File: config.mk
export PLATFORM = sky130hd
export DESIGN_NAME = truth_table_sweeper
export DESIGN_NICKNAME = d
export VERILOG_FILES = /design/src/rtl/truth_table_sweeper_pkg.sv /design/src/rtl/truth_table_sweeper_dwell_timer.sv /design/src/rtl/truth_table_sweeper.sv
export SDC_FILE = /design/constraint.sdc
export NUM_CORES = 1
export LEC_CHECK = 0
export CAP_MARGIN = 40
export CORE_MARGIN = 4
export CORE_UTILIZATION = 35
export DETAILED_ROUTE_END_ITERATION = 12
export SLEW_MARGIN = 20
export SYNTH_ARGS = -nofsm -noshare
export SYNTH_HDL_FRONTEND = slang
export SYNTH_SLANG_ARGS = --single-unit
File: constraint.sdc
create_clock -name clk -period 2.24 [get_ports clk]
set_clock_uncertainty 0.15 [all_clocks]
set_input_delay 0.448 -clock clk [delete_from_list [all_inputs] [get_ports clk]]
set_output_delay 0.448 -clock clk [all_outputs]
set_load 0.05 [all_outputs]
File: src/rtl/truth_table_sweeper_pkg.sv
// Purpose: shared types and constants for the truth-table sweeper block.
// Latency: n/a (declarations only).
// Backpressure: n/a.
// Contents: FSM state enum, input/table widths, row-to-bit mapping helper.
package truth_table_sweeper_pkg;

  localparam int NUM_IN = 3;  // inputs of the downstream gate
  localparam int TT_W   = 8;  // truth-table code width (2**NUM_IN)

  typedef enum logic [1:0] {
    ST_IDLE  = 2'd0,
    ST_DRIVE = 2'd1,
    ST_DONE  = 2'd2
  } state_t;

  // Row 000 lands in the MSB so the captured code reads like the gate's hex name.
  function automatic logic [NUM_IN-1:0] tt_bit_idx(input logic [NUM_IN-1:0] k);
    return NUM_IN'(TT_W - 1) - k;
  endfunction

endpackage

File: src/rtl/truth_table_sweeper_dwell_timer.sv
// Purpose: loadable dwell counter; flags the last cycle a vector is held.
// Latency: last_o is combinational from the registered count (internal use only).
// Backpressure: none; advances whenever adv_i is high, load_i has priority.
// Ports: clk/rst, load_i + dwell_i (latch dwell, clear count), adv_i (count), last_o.
module sweep_dwell_timer #(
  parameter int DWELL_W = 8
) (
  input  logic               clk,
  input  logic               rst,
  input  logic               load_i,
  input  logic [DWELL_W-1:0] dwell_i,
  input  logic               adv_i,
  output logic               last_o
);

  logic [DWELL_W-1:0] dwell_q;
  logic [DWELL_W-1:0] cnt_q;

  // Compare against the latched dwell rather than waiting for overflow, so an
  // all-ones dwell runs the full 2**DWELL_W cycles without an early wrap.
  assign last_o = (cnt_q == dwell_q);

  always_ff @(posedge clk) begin
    if (rst) begin
      dwell_q <= '0;
      cnt_q   <= '0;
    end else if (load_i) begin
      dwell_q <= dwell_i;
      cnt_q   <= '0;
    end else if (adv_i) begin
      cnt_q <= last_o ? '0 : cnt_q + DWELL_W'(1);
    end
  end

endmodule

File: src/rtl/truth_table_sweeper.sv
// Purpose: walks a 3-input gate through all 8 rows and captures its truth-table code.
// Latency: 8*(dwell+1) cycles from the start edge to the one-cycle done pulse.
// Backpressure: none; start ignored while busy/done, abort cancels a sweep.
// Ports: clk, rst (sync, active-high), start, abort, dwell, expected -> in1..in3
//        stimulus; out_sample <- gate; busy, done, tt_word, match (all registered).
module truth_table_sweeper
  import truth_table_sweeper_pkg::*;
#(
  parameter int DWELL_W = 8
) (
  input  logic               clk,
  input  logic               rst,
  input  logic               start,
  input  logic               abort,
  input  logic [DWELL_W-1:0] dwell,
  input  logic [TT_W-1:0]    expected,
  output logic               in1,
  output logic               in2,
  output logic               in3,
  input  logic               out_sample,
  output logic               busy,
  output logic               done,
  output logic [TT_W-1:0]    tt_word,
  output logic               match
);

  state_t              state_q;
  logic [NUM_IN-1:0]   k_q;
  logic [NUM_IN-1:0]   k_d;
  logic [NUM_IN-1:0]   in_q;
  logic [TT_W-1:0]     shadow_q;
  logic [TT_W-1:0]     shadow_d;
  logic [TT_W-1:0]     tt_word_q;
  logic                match_q;
  logic                busy_q;
  logic                done_q;

  logic                tmr_load;
  logic                tmr_adv;
  logic                tmr_last;

  assign tmr_load = (state_q == ST_IDLE) && start;
  assign tmr_adv  = (state_q == ST_DRIVE) && !abort;

  sweep_dwell_timer #(
    .DWELL_W (DWELL_W)
  ) u_timer (
    .clk     (clk),
    .rst     (rst),
    .load_i  (tmr_load),
    .dwell_i (dwell),
    .adv_i   (tmr_adv),
    .last_o  (tmr_last)
  );

  assign k_d = k_q + NUM_IN'(1);

  // Shadow with the current row's sample merged in, so the final row is
  // already included when tt_word/match are loaded on the DONE transition.
  always_comb begin
    shadow_d = shadow_q;
    shadow_d[tt_bit_idx(k_q)] = out_sample;
  end

  always_ff @(posedge clk) begin
    if (rst) begin
      state_q   <= ST_IDLE;
      k_q       <= '0;
      in_q      <= '0;
      shadow_q  <= '0;
      tt_word_q <= '0;
      match_q   <= 1'b0;
      busy_q    <= 1'b0;
      done_q    <= 1'b0;
    end else begin
      done_q <= 1'b0;
      case (state_q)
        ST_IDLE: begin
          if (start) begin
            state_q  <= ST_DRIVE;
            k_q      <= '0;
            in_q     <= '0;
            shadow_q <= '0;
            busy_q   <= 1'b1;
          end
        end
        ST_DRIVE: begin
          // Abort is checked first so it also beats a coincident final capture.
          if (abort) begin
            state_q <= ST_IDLE;
            k_q     <= '0;
            in_q    <= '0;
            busy_q  <= 1'b0;
          end else if (tmr_last) begin
            shadow_q <= shadow_d;
            if (k_q == '1) begin
              state_q   <= ST_DONE;
              k_q       <= '0;
              in_q      <= '0;
              busy_q    <= 1'b0;
              done_q    <= 1'b1;
              tt_word_q <= shadow_d;
              match_q   <= (shadow_d == expected);
            end else begin
              k_q  <= k_d;
              in_q <= k_d;
            end
          end
        end
        ST_DONE: begin
          state_q <= ST_IDLE;
        end
        default: begin
          state_q <= ST_IDLE;
        end
      endcase
    end
  end

  assign in1     = in_q[2];
  assign in2     = in_q[1];
  assign in3     = in_q[0];
  assign busy    = busy_q;
  assign done    = done_q;
  assign tt_word = tt_word_q;
  assign match   = match_q;

endmodule

After elaboration in Yosys (flattened, before gate mapping)
Index checks and enable logic that the tools add are counted.
{"block": "word_totals", "ff_bits": 40, "latch_bits": 0, "ram_bits": 0, "mem_bits_ro": 0, "in_bits": 21, "out_inout_bits": 14, "n_memories": 0}
{"block": "op_classes", "add_sub_neg": 3, "multipliers": 0, "div": 0, "order_cmp": 2, "eq_ne": 9, "shifts": 0, "mux": 24, "bitwise_logic": 3, "reduce_logical": 13}
{"cell": "2-to-1 mux 8 bit", "count": 4}
{"cell": "equality test 8 bit", "count": 2}
{"cell": "one-hot mux 8 bit (2 select lines)", "count": 1}
{"cell": "2-to-1 mux 3 bit", "count": 4}
{"cell": "AND reduction 4 bit", "count": 3}
{"cell": "adder 8 x 1 -> 8 bit (second input constant)", "count": 1}
{"cell": "bitwise mux 8 bit", "count": 1}
{"cell": "2-to-1 mux 2 bit", "count": 4}
{"cell": "2-to-1 mux 1 bit", "count": 6}
{"cell": "!= test 3 x 2 -> 1 bit (second input constant)", "count": 2}
{"cell": "one-hot mux 3 bit (2 select lines)", "count": 1}
{"cell": "AND reduction 3 bit", "count": 2}
{"cell": "less-than comparator 3 x 4 -> 1 bit (second input constant)", "count": 1}
{"cell": "!= test 2 bit (second input constant)", "count": 2}
{"cell": "one-hot mux 2 bit (2 select lines)", "count": 1}
{"cell": "OR reduction 4 bit", "count": 1}
{"cell": "adder 3 x 1 -> 3 bit (second input constant)", "count": 1}
{"cell": "demux 1 bit (select 3 bit)", "count": 1}
{"cell": "equality test 3 bit (second input constant)", "count": 1}
{"cell": ">= comparator 3 x 1 -> 1 bit (second input constant)", "count": 1}
{"cell": "logical AND 1 bit", "count": 3}
{"cell": "inverter 1 bit", "count": 3}
{"cell": "subtractor 3 bit (first input constant)", "count": 1}
{"cell": "equality test 2 x 1 -> 1 bit (second input constant)", "count": 1}
{"cell": "other kinds (6)", "count": 6}

Depth between registers and ports, before layout
{"block": "depth", "word_depth": 9, "depth_mapped": 7}

Cells and area by module
Synthesis repeated with hierarchy kept, for this count alone.
{"block": "hier_totals", "cells_unflattened": 223, "hier_area_um2": 2028.2}
{"module": "truth_table_sweeper", "instances": 1, "cells_per_inst": 148, "area_per_inst_um2": 1303.8, "seq_area_each_um2": 460.4}
{"module": "sweep_dwell_timer", "instances": 1, "cells_per_inst": 75, "area_per_inst_um2": 724.4, "seq_area_each_um2": 320.3}

Least setup slack after synthesis
Ideal clock, no wire load.
{"block": "synth_path", "kind": "register to register", "from": "reg in_q[1] (netlist name)", "to": "reg match_q, in the netlist match", "setup_ps": 101, "arrival_time_ps": 2238, "path_slack_ps": -249, "stages_incl_launch_ff": 7, "n_path_buf": 1, "path_cell_list": "dfxtp_1 -> clkbuf_1 -> nor3b_1 -> mux2_2 -> a22oi_1 -> nand3_1 -> o41ai_1"}
{"item": "end signal, assigned", "line_no": "truth_table_sweeper.sv:103", "rtl": "match_q <= (shadow_d == expected);"}
{"item": "end, declared", "line_no": "truth_table_sweeper.sv:34", "rtl": "logic match_q;"}

Final worst setup path
{"block": "layout_path", "from": "reg u_timer.cnt_q[6]", "to": "reg shadow_q[7]"}
{"block": "layout_between", "elab_chain_cells": 3}
{"item": "start, declared", "line_no": "truth_table_sweeper_dwell_timer.sv:17", "rtl": "logic [DWELL_W-1:0] cnt_q;"}
{"item": "start signal, assigned", "line_no": "truth_table_sweeper_dwell_timer.sv:31", "rtl": "cnt_q <= last_o ? '0 : cnt_q + DWELL_W'(1);"}
{"item": "equality test 8 bit", "line_no": "truth_table_sweeper_dwell_timer.sv:21", "rtl": "assign last_o = (cnt_q == dwell_q);"}
{"item": "!= test 2 x 1 -> 1 bit (no line)"}
{"item": "AND reduction 4 bit (no line)"}
{"item": "end signal, assigned", "line_no": "truth_table_sweeper.sv:95", "rtl": "shadow_q <= shadow_d;"}
{"item": "end, declared", "line_no": "truth_table_sweeper.sv:31", "rtl": "logic [TT_W-1:0] shadow_q;"}
Every way passes these cells.
A chain may end at the register's enable or synchronous reset.

==> impl_metrics.ini <==
[status]
status = finished clean

[routing]
post_drt_wl_per_cell_um = 13.31
drc = 0
drt_iter0_drc = 117
drt-total-wl_mm = 5.005
antenna_left = 0
vias = 1877
viasPerCell = 4.992
drt-pass1-iter-count = 4

[synthesis]
yosysMostFrequentCell = dfxtp_1
avgSynthCellArea_um2 = 8.118
synth_cells = 252
yosys.area.top_type = dfxtp_1
ys_ff_latch = 40
synthTopCellsByArea = dfxtp_1, xor2_1, nand2_1
synthArstFlopShare_pct = 0
synth.top_cell.area_share_pct = 39.14
synth_common_cells = dfxtp_1, nand2_1, a21oi_1, nor2_1, xor2_1
ys_types = 40
synth_nets = 276
ys_seq_area_share_pct = 39.14
netlist_area_mm2 = 0.002046
ys.flop_type = dfxtp_1
synth_edf_count = 0
yosysWarnings = 0

[power]
irDropWorstVdd_mv = 0.3257
p_leak_nw = 1.104
power_density_mw_per_mm2 = 512.1

[clocking]
clkLatencyLatePin_ns = 0.28
h-tree-depth = 2
root_buffer = clkbuf_8
cts.path.max_buffers = 2
numCtsBuffers = 5
clock_sinks = 40
cts_tree = done
cts.clk_slew.worst_paths_ns = 0.08
cts_setup_buffers = 0

[worst_hold_path]
min_path_type = flop to flop

[grt]
grt_max_degree = 19
grt_pass1_wl_mm = 8.335
grt_pass1_vias = 1738
grt_overflow = 0
grt_use_total_pct = 14.37
antenna_found_initial = 0

[die]
die_width_um = 84.45
ios = 35
core_mm2 = 0.005574
num_rows = 27
dieArea_mm2 = 0.007132
die_h_um = 84.45
start_util_pct = 36.70

[placed_design]
place_area_mm2 = 0.002600
pre_cts_ws_ns = -0.02063
place_congestion = 0.8167
port_buffers = 34
hpwlAfterDp_mm = 3.907

[final_layout]
diodes = 0
final_nets = 328
drive_above_1_share_pct = 14.80
design_area_mm2 = 0.002699
areaGrowthSynthToFinish_pct = 31.93
final_util_pct = 48.42

[setup_path]
slowest_delay_ns = 0.60
cp-start-kind = flop
reg2reg_slack_ns = 0.15
path_class = flop to flop
arrival_ns = 2.13
crit_path_max_fanout = 7
cp-end-kind = flop
path_buf_inv = 0
cp_cell_sequence = xor2_1 -> or4_1 -> nor3_4 -> nand3b_4 -> o41ai_2
cp_slowest_cell = or4_1
crit_required_ns = 2.28
crit_family = simple AND/OR/NAND/NOR gates

[timing]
worst_pin_slew_ns = 0.5979
max_slew_margin_pct = 59.96
period_share_pct = 93.39
slew_violations = 0
rsz0062_at_grt = no
fmax_mhz = 478.0
hold_viol = 0
setup_ws_ns = 0.1480
min_period_ns = 2.092
setup_viol = 0

[flow_run]
max_cap_viol_count = 0
[registers in the layout (all words and copies together) (netlist names)]
register         flops
match                1
done                 1
state_q              2
u_timer.dwell_q      8
in_q                 3
tt_word              8
u_timer.cnt_q        8
busy                 1
shadow_q             8
[area by class of cell]
class | count | area, um2
clock buffers | 6 | 72.57
clock inverters | 1 | 5.005
fillers | 564 | 2875
inverters | 7 | 26.28
multi-input cells | 193 | 1196
flip-flops and latches | 40 | 803.3
well taps | 72 | 90.09
repair buffers | 57 | 505.5
[routing by layer]
layer	global-route usage, %	vias to the layer above	part of all wire (%)
met5	0	-	0
met4	4.748	0	0.78
met3	2.355	2	4.3
met2	20.73	40	43
met1	21.59	849	52
li1	-	986	-
[cells by family after synthesis]
kind of cell	synth area share, %
xor+xnor	7.706
compound gates	15.11
mux	4.037
buf+inv	3.670
flops	39.14
fa+ha+maj	1.835
simple gates	28.50
[layout by cell type (no fill, tap or decap), types with 4 or more instances in the layout]
master,n
dfxtp_1,38
nand2_1,36
clkdlybuf4s50_1,31
buf_4,26
a21oi_1,21
nor2_1,17
xor2_1,16
o21ai_0,14
nor2b_1,10
nand3_1,10
nor3_1,8
inv_1,7
mux2i_1,6
clkbuf_8,5
nand2b_1,4
nor3b_1,4
nand4_1,4
[worst min-delay path: cells and delay by family, from the launching register on]
| kind | cells | cell delay (ns) |
|---|---|---|
| compound gates | 1 | 0.05 |
| flops | 1 | 0.31 |
| simple gates | 1 | 0.05 |
[stage by stage]
stage	TNS, ns	hold slack, ns	std cells	power, W
final	0	0.3054	376	0.001382
after global routing	0	0.3286	376	0.001448
after CTS	0	0.3074	376	0.001389
after detailed placement	-0.02063	0.2968	369	0.0009481
after global placement	0	0.2932	369	0.0009483
after floorplan	0	0.2978	252	0.0008562
[repair_timing]
item,CTS,global route
endpoints found under the setup margin,0,6
gates resized for setup,0,3
hold buffers,0,0
[power by group]
| group | leakage [nW] | internal, W | switching [W] |
|---|---|---|---|
| registers | 0.325 | 0.000724 | 0.00000961 |
| clock network | 0.0410 | 0.000212 | 0.000233 |
| logic | 0.738 | 0.0000986 | 0.000105 |
| total | 1.10 | 0.00103 | 0.000348 |
[path summary, 6_finish.rpt]
| path | start | endpoint | cells past startpoint |
|---|---|---|---|
| max | u_timer.cnt_q[6]$_SDFFE_PP0P_ | shadow_q[7]$_SDFFE_PP0P_ | 5 |
| min | tt_word[6]$_SDFFE_PP0P_ | tt_word[6]$_SDFFE_PP0P_ | 2 |
| max reg2reg | u_timer.cnt_q[6]$_SDFFE_PP0P_ | shadow_q[7]$_SDFFE_PP0P_ | 5 |
| min reg2reg | tt_word[6]$_SDFFE_PP0P_ | tt_word[6]$_SDFFE_PP0P_ | 2 |
Note: power is estimated with default switching activity, not from simulation.
